==> config.mk <==
export PLATFORM = sky130hd
export DESIGN_NAME = scoreboard_hazard_unit
export DESIGN_NICKNAME = d
export VERILOG_FILES = /design/src/rtl/scoreboard_hazard_unit.sv
export SDC_FILE = /design/constraint.sdc
export NUM_CORES = 1
export LEC_CHECK = 0
export ABC_AREA = 1
export BUFFER_PORTS_ARGS = -buffer_cell sky130_fd_sc_hd__clkbuf_2
export CORE_ASPECT_RATIO = 0.6
export CORE_MARGIN = 4
export CORE_UTILIZATION = 55
export DETAILED_ROUTE_END_ITERATION = 10
export GPL_TIMING_DRIVEN = 0
export PLACE_DENSITY = 0.75
export SYNTH_ARGS = -nofsm -noshare
export SYNTH_HDL_FRONTEND = slang
export SYNTH_SLANG_ARGS = --single-unit
==> constraint.sdc <==
create_clock -name CLK -period 2.7 [get_ports CLK]
set_clock_uncertainty 0.2 [all_clocks]
set_input_delay 0.54 -clock CLK [delete_from_list [all_inputs] [get_ports CLK]]
set_output_delay 0.54 -clock CLK [all_outputs]
set_load 0.03 [all_outputs]
==> src/rtl/scoreboard_hazard_unit.sv <==
// scoreboard_hazard_unit: per-register pending-write scoreboard driving stall, flush and pipeline enables
module scoreboard_hazard_unit #(
  parameter int NREGS  = 32,
  parameter int REGW   = 5,
  parameter int MAXLAT = 7,
  parameter int LATW   = 3,
  parameter int CNTW   = 32
) (
  input  logic             CLK,
  input  logic             RST,
  input  logic             ihit,
  input  logic             mem_wait,
  input  logic             branch_taken,
  input  logic             issue_valid,
  input  logic [REGW-1:0]  rs,
  input  logic [REGW-1:0]  rt,
  input  logic             rs_used,
  input  logic             rt_used,
  input  logic [REGW-1:0]  rd,
  input  logic             rd_wen,
  input  logic [LATW-1:0]  lat,
  output logic             issue,
  output logic             stall,
  output logic             pcEN,
  output logic             fdEN,
  output logic             fd_flush,
  output logic             dx_flush,
  output logic [NREGS-1:0] pend_mask,
  output logic [CNTW-1:0]  stall_cnt
);
  localparam logic [LATW-1:0] MAXL = LATW'(MAXLAT);
  logic [LATW-1:0] pend_q [NREGS];
  logic [LATW-1:0] pend_d [NREGS];
  logic [CNTW-1:0] stall_cnt_q, stall_cnt_d;
  logic rs_pend, rt_pend, waw, haz, stall_c, issue_c, load;
  logic [LATW-1:0] lat_c;
  always_comb begin
    rs_pend = rs_used && rs != '0 && pend_q[rs] != '0;
    rt_pend = rt_used && rt != '0 && pend_q[rt] != '0;
    waw = rd_wen && rd != '0 && pend_q[rd] != '0;
    haz = issue_valid && (rs_pend || rt_pend || waw);
    stall_c = haz && !mem_wait && !branch_taken;
    issue_c = issue_valid && !haz && !mem_wait && !branch_taken;
    load = issue_c && rd_wen && rd != '0;
    lat_c = (lat > MAXL) ? MAXL : lat;
    issue = !RST && issue_c;
    stall = !RST && stall_c;
    pcEN = !RST && !mem_wait && (branch_taken || (ihit && !stall_c));
    fdEN = pcEN;
    fd_flush = RST || (!mem_wait && (branch_taken || (!ihit && !stall_c)));
    dx_flush = RST || (!mem_wait && (stall_c || branch_taken || !issue_valid));
    pend_mask = '0;
    for (int r = 0; r < NREGS; r++) begin
      pend_mask[r] = !RST && pend_q[r] != '0;
      // a fresh load wins over the countdown of the same register
      pend_d[r] = mem_wait ? pend_q[r] :
                  (load && rd == REGW'(r)) ? lat_c :
                  pend_q[r] - LATW'(pend_q[r] != '0);
    end
    pend_d[0] = '0;
    stall_cnt_d = (stall_c && stall_cnt_q != '1) ? stall_cnt_q + CNTW'(1) : stall_cnt_q;
  end
  always_ff @(posedge CLK) begin
    if (RST) begin
      for (int r = 0; r < NREGS; r++) pend_q[r] <= '0;
      stall_cnt_q <= '0;
    end else begin
      for (int r = 0; r < NREGS; r++) pend_q[r] <= pend_d[r];
      stall_cnt_q <= stall_cnt_d;
    end
  end
  assign stall_cnt = stall_cnt_q;
endmodule

; ---- Word level (Yosys, flattened, before mapping)
; Memories as Yosys holds them, arrays and structs flattened.
; Index checks and enable logic that the tools add are counted.
[classes]
multipliers = 0
eq_ne = 32
shifts = 0
div_mod_pow = 0
n_mux = 98
n_addsub = 32
magnitude_cmp = 1
bitwise = 32
reduce_logical = 139
[ops]
columns = op, n
row1 = 3-bit 2-to-1 mux, 95
row2 = 3-bit nonzero test, 35
row3 = 3-bit by 1-bit subtractor with 3-bit output, 31
row4 = 1-bit logical AND, 86
row5 = 5-bit equality test (second input constant), 16
row6 = 5-bit by 4-bit equality test with 1-bit output (second input constant), 8
row7 = 32-bit by 1-bit adder with 32-bit output (second input constant), 1
row8 = 32-bit inequality test (second input constant), 1
row9 = 1-bit OR, 32
row10 = 5-bit by 3-bit equality test with 1-bit output (second input constant), 4
row11 = 5-bit nonzero test, 3
row12 = 5-bit by 2-bit equality test with 1-bit output (second input constant), 2
row13 = 1-bit logical OR, 8
row14 = 1-bit logical NOT, 7
row15 = 5-bit by 1-bit equality test with 1-bit output (second input constant), 1
row16 = 3-bit > comparator (second input constant), 1
row17 = 1-bit 2-to-1 mux, 3
[word_totals]
memories = 1
rom_bits = 0
word_cells = 336
inputBits = 27
out_inout_bits = 70
ramBits = 96
latch_bits = 0
register_bits = 32
[memory_table]
columns = memory, depth, width, rd, rd_clocked_by_memory_dff, write_ports, line
row1 = pend_q, 32, 3, 35, 0, 32, 32  ; logic [LATW-1:0] pend_q [NREGS];

; ---- Longest topological paths before layout
[depth]
word_depth = 16
ltp_mapped = 19
depth_no_buf = 18

; ---- Worst setup path before layout
; No wires, ideal clock.
[synth_path]
path_kind = in2out
start = input port rt[1]
end = output port pcEN
arrival_time_ns = 2.637
path_buffers = 2
stages = 16
setup_slack_ns = -0.677
t_required_ns = 1.960
cell_sequence = buf_2 -> inv_2 -> nand2_1 -> inv_2 -> nand2_1 -> nand2_1 -> nor2_1 -> nand2_1 -> nand3_1 -> nand3_1 -> nand3_1 -> nand3_4 -> nand2_2 -> a21oi_1 -> nor3_1 -> buf_4
[synth_between]
elab_chain_cells = 12
word_cells_on_any_way = 14
cone_classes = 13 x reduce/logical / 1 x memory
[synth_rtl]
columns = element, line
row1 = "start, declared", 16  ; input logic [REGW-1:0] rt,
row2 = memory 32 x 3 bit / 5-bit nonzero test (equally long branches), -
row3 = 3-bit nonzero test / 1-bit logical AND (equally long branches), 39  ; rt_pend = rt_used && rt != '0 && pend_q[rt] != '0;
row4 = 1-bit logical AND *, 39
row5 = 1-bit logical OR * (2 in series), 41  ; haz = issue_valid && (rs_pend || rt_pend || waw);
row6 = 1-bit logical AND *, 41
row7 = 1-bit logical AND * (2 in series), 42  ; stall_c = haz && !mem_wait && !branch_taken;
row8 = 1-bit logical NOT *, 48  ; pcEN = !RST && !mem_wait && (branch_taken || (ihit && !stall_c));
row9 = 1-bit logical AND *, 48
row10 = 1-bit logical OR *, 48
row11 = 1-bit logical AND *, 48
row12 = "end, declared", 24  ; output logic pcEN,
; Mark *: on every way between the ends. The rest lies on a longest branch, timed or not.

; ---- Worst setup path in the final report
[layout_path]
start = input port rt[0]
end = output port pcEN
; The elaborated chain is that of the path after synthesis.

==> flow_metrics.py <==
metrics = {
    "critical_path": {
        "critPathMaxStageDelay_ns": 0.25,
        "r2r_cells": 21,
        "worst_path_most_repeated_cell": "nand3_1",
        "path_class": "in -> out",
        "critical_path.max_fanout": 10,
        "worstPathRequired_ns": 1.96,
        "path_buf_inv": 4,
        "slowest_stage": "nor2_4",
        "path_depth": 15,
        "worstPathCellList": "clkbuf_2 -> buf_8 -> nor2_4 -> nand3_1 -> nand2_2 -> o21ai_2 -> nand3_1 -> nand3_1 -> nand3_2 -> nand3_4 -> nand2_4 -> a21oi_4 -> nor3_4 -> buf_4 -> buf_8",
        "cp-start-kind": "primary input",
        "cp.arrival_ns": 2.57,
        "crit_family": "simple AND/OR/NAND/NOR gates",
        "cp-end-kind": "primary output",
    },
    "clock_network": {
        "cts_tree": "done",
        "cts_sinks": 125,
        "cts-root-buf": "clkbuf_16",
        "cts_buffers": 17,
        "insertion_delay_ns": 0.46,
        "cts.clk_slew.worst_paths_ns": 0.06,
        "holdBufCountCts": 0,
        "clk_path_buf_depth": 2,
        "htree_levels": 4,
    },
    "die": {
        "core_um2": 18300,
        "rows": 38,
        "die_h_um": 114,
        "die_x_um": 185,
        "initial_core_util_pct": 56.6,
        "dieArea_um2": 21100,
        "io_pins": 97,
    },
    "grt": {
        "grt_pass1_vias": 11400,
        "grt_pass1_wl_um": 66300,
        "grt_usage_pct": 41.3,
        "grt-ovfl-total": 0,
        "grt_max_degree": 17,
        "antenna_found_initial": 0,
    },
    "placed_design": {
        "port_buffers": 92,
        "dp.cells": 2055,
        "dp_hpwl_um": 32400,
        "post-place-ws_ns": -0.934,
        "routabilityCongestion": 1.05,
    },
    "sta": {
        "drv_slew": 0,
        "slew-limit-headroom_pct": 13.4,
        "hold_viol_final": 0,
        "rsz0062_at_grt": "yes",
        "period_share_pct": 122,
        "setup_viol_count_final": 102,
        "fmax_ghz": 0.302,
        "fin_crit_ns": 3.31,
        "worst_slew_pin_slew_ns": 1.30,
        "finalWorstSetupSlack_ns": -0.607,
    },
    "route": {
        "vias": 13300,
        "drt_iter0_markers": 2456,
        "drc": 0,
        "first_pass_iters": 7,
        "viasPerCell": 6.19,
        "wl_um": 47000,
        "wl_per_cell_um": 21.9,
        "antenna_left": 0,
    },
    "run_status": {
        "outcome": "finished, violations left",
        "failed_checks": "negative setup slack",
    },
    "logic_synthesis": {
        "synth_area_um2": 10300,
        "netlist_instances": 1723,
        "avgSynthCellArea_um2": 5.99,
        "yosys_warnings": 0,
        "ys_seq_area_share_pct": 24.2,
        "yosysUniqueCellTypes": 31,
        "synth_area_leader_cell": "dfxtp_1",
        "synth_top_area_share_pct": 24.2,
        "syn_nets": 1813,
        "netlist_top_cells_area": "dfxtp_1 24%, nand2_1 16%, inv_1 11%, nand3_1 8.9%, ha_1 7.6%",
        "synth-seq-cells": 125,
    },
    "min_path": {
        "hold_path.class": "reg -> reg",
        "hold_path_depth": 2,
    },
    "job": {
        "drv_cap": 0,
    },
    "power": {
        "powerDensity_nw_per_um2": 576,
        "power_mw": 7.85,
        "leakage_nw": 6.86,
        "ir_worst_vdd_v": 0.000470,
        "p_switching_mw": 3.05,
        "combPwrFrac_pct": 37.3,
        "clock_power_share_pct": 35.0,
        "internal_power_mw": 4.80,
        "switching_share_pct": 38.8,
        "seqPwrFrac_pct": 27.7,
    },
    "layout": {
        "area_growth_pct": 32.0,
        "instances_no_fill": 2142,
        "drive_above_1_share_pct": 22.0,
        "antennaDiodeCount": 0,
        "final_nets": 1979,
    },
}
-- metal layers --
| layer | routed length, µm | vias up | track usage (%) |
|---|---|---|---|
| met5 | 0 | - | 3.53 |
| met4 | 1800 | 0 | 12.0 |
| met3 | 8660 | 216 | 18.2 |
| met2 | 17300 | 1140 | 52.4 |
| met1 | 19200 | 6037 | 61.4 |
| li1 | - | 5871 | - |
-- final cells by class --
class | count | area, µm²
Buffer | 83 | 542
Clock buffer | 18 | 439
Clock inverter | 14 | 240
Fill cell | 1452 | 4620
Inverter | 299 | 1150
Multi-Input combinational cell | 1213 | 7130
Sequential cell | 125 | 2510
Tap cell | 240 | 300
Timing Repair Buffer | 150 | 1320
-- state kept, by name (all words and copies together) (netlist names) --
register / cells
stall_cnt: 32
pend_q: 93
-- path summary, 6_finish.rpt --
| kind | to | slack [ns] | start |
|---|---|---|---|
| setup / recovery | pcEN | -0.61 | rt[0] |
| hold / removal | stall_cnt[4] | 0.32 | stall_cnt[4] |
| setup reg to reg | pend_q[13][1] | -0.30 | pend_q[7][0] |
| hold reg to reg | stall_cnt[4] | 0.32 | stall_cnt[4] |
-- tightest hold or removal path: cells and delay by family (launching register included) --
kind / cells / cell delay, ns
compound gates: 1 / 0.06
flops: 1 / 0.34
simple gates: 1 / 0.07
-- power by group through the flow --
stage	registers [mW]	clock network (mW)	logic [mW]
final	2.18	2.75	2.93
after detailed placement	2.17	0	2.36
after global routing	2.19	2.81	3.16
after CTS	2.16	2.72	2.56
after floorplan	2.14	0	1.73
after global placement	2.17	0	2.31
-- per-stage QoR --
step | hold slack (ns) | TNS (ns) | area (µm²) | utilization [%]
3_3_place_gp | 0.299 | -92.12 | 11100 | 61.0
4_1_cts | 0.302 | -5.10 | 12700 | 69.5
3_5_place_dp | 0.306 | -94.31 | 11100 | 61.0
2_1_floorplan | 0.327 | -0.231 | 10400 | -
5_1_grt | 0.346 | -32.78 | 13600 | 74.7
6_report | 0.318 | -29.83 | 13600 | 74.7
-- Yosys cell counts (all sizes together) --
library cell,number
nand2,451
inv,298
nand3,185
a21oi,144
nor2,136
dfxtp,125
nand4,98
ha,63
xor2,52
buf,44
clkbuf,42
o21ai,41
nor3,17
a31oi,8
xnor2,8
nor4,7
clkinv,1
conb,1
nor3b,1
o41ai,1
-- timing repair --
item | CTS | global route
cloned | 2 | 7
resized for setup | 161 | 183
endpoints found under the setup margin | 160 | 158
setup buffers | 32 | 17
pin swaps | 43 | 117
-- cells by family (layout without fill, tap and decap cells) --
family | count (synthesis) | in the layout | synth area share (%)
compound gates | 194 | 194 | 9.53
xor+xnor | 60 | 60 | 5.09
flops | 125 | 125 | 24.2
simple gates | 895 | 895 | 38.2
buf+inv | 385 | 564 | 15.3
other cells | 1 | 1 | 0.0363
fa+ha+maj | 63 | 63 | 7.63
-- cell usage in the layout (no fill, tap or decap), types with 35 or more instances in the layout --
cell and n:
nand4_1 98, dfxtp_1 117, inv_1 260, nand3_1 133, nor2_1 104, a21oi_1 142
nand2_2 49, clkbuf_1 35, xor2_1 52, ha_1 63, clkbuf_2 87, nand2_1 392
Note: power is estimated with default switching activity, not from simulation.
